**src/rtl/u_dmem_arbiter_pkg.sv**
```systemverilog
// ---------------------------------------------------------------------------
// u_dmem_arbiter_pkg
// Shared definitions for the data-memory arbiter slice.
//   arb_state_t        : arbiter FSM states (ARB = normal arbitration,
//                        LOCK1 = port 1 holds the memory for a locked burst)
//   P0 / P1            : port-id values carried on the response rid output
//   STARVE_MAX_DEFAULT : default number of denied conflict cycles before
//                        port 1 is forced a grant
// ---------------------------------------------------------------------------
package u_dmem_arbiter_pkg;

   typedef enum logic {
      ARB   = 1'b0,
      LOCK1 = 1'b1
   } arb_state_t;

   localparam logic P0 = 1'b0;
   localparam logic P1 = 1'b1;

   localparam int STARVE_MAX_DEFAULT = 3;

   // Width of a counter that must be able to hold the value max_val.
   function automatic int starve_cnt_width(input int max_val);
      return (max_val < 1) ? 1 : $clog2(max_val + 1);
   endfunction

endpackage

```
**src/rtl/u_dmem_arb_starve.sv**
```systemverilog
// ---------------------------------------------------------------------------
// u_dmem_arb_starve
// Saturating starvation counter for port 1 of the data-memory arbiter.
// Counts conflict cycles in which port 0 won, and flags when the count has
// reached STARVE_MAX so the arbiter can hand the next conflict to port 1.
//
// Ports
//   i_sys_clock    in  1  clock, rising edge
//   i_sys_reset_n  in  1  synchronous active-low reset
//   inc            in  1  a conflict cycle was won by port 0
//   clr            in  1  port 1 was granted (clear has priority over inc)
//   at_max         out 1  counter equals STARVE_MAX
// ---------------------------------------------------------------------------
module u_dmem_arb_starve
   import u_dmem_arbiter_pkg::*;
#(
   parameter int STARVE_MAX = STARVE_MAX_DEFAULT
) (
   input  logic i_sys_clock,
   input  logic i_sys_reset_n,
   input  logic inc,
   input  logic clr,
   output logic at_max
);

   localparam int CW = starve_cnt_width(STARVE_MAX);
   localparam logic [CW-1:0] CNT_MAX = CW'(STARVE_MAX);

   logic [CW-1:0] starve_cnt;

   // Counter register. Increments stop at CNT_MAX so the flag stays up
   // until port 1 actually receives a grant.
   always_ff @(posedge i_sys_clock) begin
      if (!i_sys_reset_n) begin
         starve_cnt <= '0;
      end else if (clr) begin
         starve_cnt <= '0;
      end else if (inc && !at_max) begin
         starve_cnt <= starve_cnt + 1'b1;
      end
   end

   assign at_max = (starve_cnt == CNT_MAX);

endmodule

```
**src/rtl/u_dmem_arbiter.sv**
```systemverilog
// ---------------------------------------------------------------------------
// u_dmem_arbiter
// Two-port arbiter in front of a single-ported data memory with a
// combinational read. Port 0 (CPU MEM stage) normally wins conflicts;
// port 1 (loader/debug) is protected from starvation and may lock the
// memory for a burst. Read data comes back registered one cycle after
// the grant, tagged with the port that issued the read.
//
// Ports
//   i_sys_clock                 in  1   clock, rising edge
//   i_sys_reset_n               in  1   synchronous active-low reset
//   i_u_dmem_arbiter_p0_*       in      port 0: req, addr[32], wdata[32],
//                                       wr, word
//   i_u_dmem_arbiter_p1_*       in      port 1: as port 0 plus lock
//   o_u_dmem_arbiter_p0_gnt     out 1   port 0 accepted this cycle
//   o_u_dmem_arbiter_p1_gnt     out 1   port 1 accepted this cycle
//   o_u_dmem_arbiter_p0_stall   out 1   port 0 requesting but not granted
//   o_u_dmem_arbiter_rdata      out 32  registered read data
//   o_u_dmem_arbiter_rvalid     out 1   rdata valid this cycle
//   o_u_dmem_arbiter_rid        out 1   port the read data belongs to
//   o_u_dmem_arbiter_mem_*      out     addr[32], wdata[32], wr, word
//   i_u_dmem_arbiter_mem_data   in  32  combinational read data
// ---------------------------------------------------------------------------
module u_dmem_arbiter
   import u_dmem_arbiter_pkg::*;
#(
   parameter int STARVE_MAX = STARVE_MAX_DEFAULT
) (
   input  logic        i_sys_clock,
   input  logic        i_sys_reset_n,

   input  logic        i_u_dmem_arbiter_p0_req,
   input  logic [31:0] i_u_dmem_arbiter_p0_addr,
   input  logic [31:0] i_u_dmem_arbiter_p0_wdata,
   input  logic        i_u_dmem_arbiter_p0_wr,
   input  logic        i_u_dmem_arbiter_p0_word,

   input  logic        i_u_dmem_arbiter_p1_req,
   input  logic [31:0] i_u_dmem_arbiter_p1_addr,
   input  logic [31:0] i_u_dmem_arbiter_p1_wdata,
   input  logic        i_u_dmem_arbiter_p1_wr,
   input  logic        i_u_dmem_arbiter_p1_word,
   input  logic        i_u_dmem_arbiter_p1_lock,

   output logic        o_u_dmem_arbiter_p0_gnt,
   output logic        o_u_dmem_arbiter_p1_gnt,
   output logic        o_u_dmem_arbiter_p0_stall,

   output logic [31:0] o_u_dmem_arbiter_rdata,
   output logic        o_u_dmem_arbiter_rvalid,
   output logic        o_u_dmem_arbiter_rid,

   output logic [31:0] o_u_dmem_arbiter_mem_addr,
   output logic [31:0] o_u_dmem_arbiter_mem_wdata,
   output logic        o_u_dmem_arbiter_mem_wr,
   output logic        o_u_dmem_arbiter_mem_word,
   input  logic [31:0] i_u_dmem_arbiter_mem_data
);

   arb_state_t state;
   arb_state_t next_state;

   logic gnt0;
   logic gnt1;
   logic starve_at_max;
   logic starve_inc;
   logic read_gnt;

   logic both_req;
   assign both_req = i_u_dmem_arbiter_p0_req && i_u_dmem_arbiter_p1_req;

   // Port 1 loses a conflict: count it toward forcing a grant later.
   assign starve_inc = both_req && gnt0;

   u_dmem_arb_starve #(
      .STARVE_MAX (STARVE_MAX)
   ) u_starve (
      .i_sys_clock   (i_sys_clock),
      .i_sys_reset_n (i_sys_reset_n),
      .inc           (starve_inc),
      .clr           (gnt1),
      .at_max        (starve_at_max)
   );

   // FSM state register.
   always_ff @(posedge i_sys_clock) begin
      if (!i_sys_reset_n) begin
         state <= ARB;
      end else begin
         state <= next_state;
      end
   end

   // Grant selection and next state. A locked burst continues only while
   // port 1 keeps both req and lock high; the cycle it drops either one is
   // arbitrated as a normal ARB cycle. Any port-1 grant that carries lock
   // (re)enters LOCK1, so the same rule covers entry and continuation.
   // Grants are forced low during reset so nothing reaches the memory.
   always_comb begin
      gnt0       = 1'b0;
      gnt1       = 1'b0;
      next_state = state;
      if (i_sys_reset_n) begin
         if (state == LOCK1 && i_u_dmem_arbiter_p1_req && i_u_dmem_arbiter_p1_lock) begin
            gnt1 = 1'b1;
         end else if (both_req) begin
            if (starve_at_max) begin
               gnt1 = 1'b1;
            end else begin
               gnt0 = 1'b1;
            end
         end else begin
            gnt0 = i_u_dmem_arbiter_p0_req;
            gnt1 = i_u_dmem_arbiter_p1_req;
         end
         next_state = (gnt1 && i_u_dmem_arbiter_p1_lock) ? LOCK1 : ARB;
      end
   end

   assign o_u_dmem_arbiter_p0_gnt   = gnt0;
   assign o_u_dmem_arbiter_p1_gnt   = gnt1;
   assign o_u_dmem_arbiter_p0_stall = i_u_dmem_arbiter_p0_req && !gnt0;

   // Memory-side mux. With no grant the bus is parked: no write, address
   // zero, word-sized access.
   always_comb begin
      o_u_dmem_arbiter_mem_addr  = 32'h0;
      o_u_dmem_arbiter_mem_wdata = 32'h0;
      o_u_dmem_arbiter_mem_wr    = 1'b0;
      o_u_dmem_arbiter_mem_word  = 1'b1;
      if (gnt0) begin
         o_u_dmem_arbiter_mem_addr  = i_u_dmem_arbiter_p0_addr;
         o_u_dmem_arbiter_mem_wdata = i_u_dmem_arbiter_p0_wdata;
         o_u_dmem_arbiter_mem_wr    = i_u_dmem_arbiter_p0_wr;
         o_u_dmem_arbiter_mem_word  = i_u_dmem_arbiter_p0_word;
      end else if (gnt1) begin
         o_u_dmem_arbiter_mem_addr  = i_u_dmem_arbiter_p1_addr;
         o_u_dmem_arbiter_mem_wdata = i_u_dmem_arbiter_p1_wdata;
         o_u_dmem_arbiter_mem_wr    = i_u_dmem_arbiter_p1_wr;
         o_u_dmem_arbiter_mem_word  = i_u_dmem_arbiter_p1_word;
      end
   end

   assign read_gnt = (gnt0 || gnt1) && !o_u_dmem_arbiter_mem_wr;

   // Response register. rdata/rid only load on a granted read so the last
   // read value stays visible while rvalid is low; reset drops any
   // response that was still in flight.
   always_ff @(posedge i_sys_clock) begin
      if (!i_sys_reset_n) begin
         o_u_dmem_arbiter_rvalid <= 1'b0;
         o_u_dmem_arbiter_rid    <= P0;
         o_u_dmem_arbiter_rdata  <= 32'h0;
      end else begin
         o_u_dmem_arbiter_rvalid <= read_gnt;
         if (read_gnt) begin
            o_u_dmem_arbiter_rdata <= i_u_dmem_arbiter_mem_data;
            o_u_dmem_arbiter_rid   <= gnt1 ? P1 : P0;
         end
      end
   end

endmodule

```
**config.mk**
```make
export PLATFORM = sky130hd
export DESIGN_NAME = u_dmem_arbiter
export DESIGN_NICKNAME = d
export VERILOG_FILES = /design/src/rtl/u_dmem_arbiter_pkg.sv /design/src/rtl/u_dmem_arb_starve.sv /design/src/rtl/u_dmem_arbiter.sv
export SDC_FILE = /design/constraint.sdc
export NUM_CORES = 1
export LEC_CHECK = 0
export ABC_AREA = 1
export CAP_MARGIN = 20
export CORE_AREA = 2 2 104 106
export DETAILED_ROUTE_END_ITERATION = 6
export DIE_AREA = 0 0 106 108
export DONT_BUFFER_PORTS = 1
export GPL_TIMING_DRIVEN = 1
export PLACE_DENSITY_LB_ADDON = 0.05
export SLEW_MARGIN = 20
export SYNTH_ARGS = -nofsm -noshare
export SYNTH_HDL_FRONTEND = slang
export SYNTH_SLANG_ARGS = --single-unit
```
**constraint.sdc**
```tcl
create_clock -name i_sys_clock -period 2.3 [get_ports i_sys_clock]
set_clock_uncertainty 0.05 [all_clocks]
set_input_delay 0.46 -clock i_sys_clock [delete_from_list [all_inputs] [get_ports i_sys_clock]]
set_output_delay 0.46 -clock i_sys_clock [all_outputs]
set_load 0.005 [all_outputs]
```
==> results.json <==
{
  "leakage_nw": 1.244,
  "worst_ir_drop_vdd_mv": 0.2694,
  "viasPerCell": 5.293,
  "combPwrFrac": 0.199,
  "drt-initial-drc-count": 203,
  "layoutNonFillerInstCount": 457,
  "hpwl_um": 8248,
  "cp_max_fo": 19,
  "power_frac_clock": 0.359,
  "hold_path.class": "in -> reg",
  "arrival_ns": 1.66,
  "area_growth_pct": 13.20,
  "drive_gt1_frac": 0.1028,
  "finalMaxSlewViolations": 0,
  "post-route-drc-count": 0,
  "dp_cells": 446,
  "finalHoldViolCount": 0,
  "max_freq_mhz": 460.6,
  "io_buffers": 0,
  "yosys.cell_types.count": 19,
  "setup_ws_ns": 0.1291,
  "fin_tns_setup_ns": 0,
  "grt_pass1_wl_um": 14500,
  "p_sw_mw": 0.4737,
  "cts.htree.levels": 2,
  "syn_area_per_cell_sq_um": 7.155,
  "ant_nets": 0,
  "clk_pin_slew_worst_paths_ns": 0.08,
  "path_class": "reg -> out",
  "n_antenna_cell": 0,
  "first_global_vias": 2251,
  "fin_crit_ns": 2.171,
  "antenna_found_initial": 2,
  "utilization": 0.2612,
  "syn_inst": 330,
  "initial_core_util": 0.2308,
  "num_vias": 2419,
  "whs_path_depth": 2,
  "ys_seq_area_frac": 0.3137,
  "cap_violations": 0,
  "worstSetupEndpointType": "primary output",
  "cts_tree": "done",
  "yosys-top-cells-area": "dfxtp_1 (31%), a22o_1 (24%), nor2_1 (10%)",
  "die_w_um": 106,
  "min_period_over_period": 0.9439,
  "die-area_sq_um": 11450,
  "first_pass_iters": 4,
  "rsz0062_at_grt": "no",
  "p_int_mw": 1.187,
  "avgRoutedWirePerCell_um": 23.19,
  "wirelength_um": 10600,
  "clock_latency_ns": 0.29,
  "gp_congestion": 1.211,
  "seqPwrFrac": 0.442,
  "clk_root_buffer_cell": "clkbuf_8",
  "synth_top_area_cell": "dfxtp_1",
  "synthDominantCellAreaShare": 0.3137,
  "dieHeight_um": 108,
  "power_density_nw_per_um2": 621.4,
  "required_ns": 1.79,
  "grt_use_total": 0.1725,
  "cts_sinks": 37,
  "startpoint_type": "flip-flop",
  "io_pins": 272,
  "synthesis.area_sq_um": 2361,
  "ys_ff_latch": 37,
  "tightest_slew_ns": 0.3533,
  "nets": 490,
  "grt_max_degree": 40,
  "core_sq_um": 10230,
  "yosys_warnings": 0,
  "overflow": 0,
  "clockBufferDepth": 2,
  "holdBufCountCts": 0,
  "setup_viol": 0,
  "cts_buffers": 5,
  "status": "completed",
  "reg2regPathDepth": 11,
  "max_slew_margin": 0.7645,
  "post-place-ws_ns": 0.3481,
  "fp-row-count": 37,
  "switching_share": 0.2852,
  "syn_nets": 500
}
-- power by group through the flow --
stage,Combinational [mW],Clock (mW),Sequential [mW]
final,0.330,0.596,0.735
after global routing,0.374,0.655,0.742
after global placement,0.316,0,0.752
after detailed placement,0.319,0,0.753
after floorplan,0.267,0,0.736
after CTS,0.320,0.639,0.737
-- worst max-delay path: stages (launching register included) --
cell,delay (ns)
dfxtp_1,0.32
ha_1,0.20
inv_1,0.05
nand2_1,0.04
nand2_1,0.06
nand2_2,0.07
nand2_2,0.11
inv_4,0.07
clkbuf_16,0.18
a22o_4,0.25
-- what timing repair did --
action / 4_1_cts / 5_1_grt
buffers inserted: 0 / 2
resized for setup: 0 / 11
endpoints found under the hold margin: 0 / 0
endpoints found under the setup margin: 0 / 44
-- synth_stat cells --
| cell | instances |
|---|---|
| inv_2 | 3 |
| nand2_1 | 42 |
| nand2_2 | 1 |
| nand3_2 | 4 |
| buf_2 | 16 |
| o22ai_1 | 1 |
| nand4_1 | 32 |
| clkbuf_1 | 5 |
| o21ai_0 | 2 |
| ha_1 | 1 |
| buf_4 | 6 |
| inv_1 | 42 |
| a22o_1 | 64 |
| buf_6 | 3 |
| a31oi_2 | 1 |
| nand3_1 | 1 |
| dfxtp_1 | 37 |
| a21oi_1 | 3 |
| nor2_1 | 66 |
-- flip-flops by register name, indices dropped and copies added, names as in the netlist --
signal,cells
o_u_dmem_arbiter_rdata,32
o_u_dmem_arbiter_rid,1
state,1
u_starve.starve_cnt,2
o_u_dmem_arbiter_rvalid,1
-- kinds of logic (layout without fill, tap and decap cells) --
logic type               after synthesis  in the layout  share of synthesized area
adder cells (fa/ha/maj)                1              1                   0.005299
AND/OR/NAND/NOR                      146            146                     0.2782
buffers and inverters                 75             66                     0.1468
flip-flops                            37             37                     0.3137
AO/OA/AOI/OAI                         71             71                     0.2560
-- metrics by stage --
| step | hold slack [ns] | power (mW) | instance area [sq um] |
|---|---|---|---|
| floorplan | 0.3768 | 1.003 | 2361 |
| global placement | 0.3916 | 1.068 | 2475 |
| detailed placement | 0.3941 | 1.071 | 2475 |
| CTS | 0.2201 | 1.696 | 2591 |
| global route | 0.2240 | 1.771 | 2673 |
| finish | 0.2351 | 1.661 | 2673 |
-- final cells by class --
cell class	instances	area, sq um
clock buffer	7	86.33
clock inverter	1	30.03
fill	1149	7559
inverter	45	171.4
multi-input combinational	218	1305
sequential	37	740.7
tap	136	170.2
timing repair buffer	13	168.9
-- cell usage in the layout, fill, tap and decap left out, drive strengths merged --
cell type / count
bufinv: 1
ha: 1
o22ai: 1
a31oi: 1
a21oi: 3
inv: 45
clkbuf: 8
a22o: 64
nand3: 5
nand4: 32
buf: 12
o21ai: 2
nor2: 66
nand2: 43
dfxtp: 37
-- path summary, 6_finish.rpt --
kind,startpoint,to,slack [ns]
worst min-delay path,i_sys_reset_n,o_u_dmem_arbiter_rdata[2],0.24
worst min register to register,u_starve.starve_cnt[1],u_starve.starve_cnt[1],0.41
worst max-delay path,u_starve.starve_cnt[0],o_u_dmem_arbiter_mem_wdata[28],0.13
worst max register to register,u_starve.starve_cnt[0],o_u_dmem_arbiter_rdata[15],0.46
-- metal layers --
metal  vias up  GRT usage  wire, um
li1       1110          -         -
met3        11    0.09343      1380
met5         -          0        30
met4         4    0.03102        91
met2       168     0.2544      4567
met1      1126     0.2248      4529
Note: power is estimated with default switching activity, not from simulation.
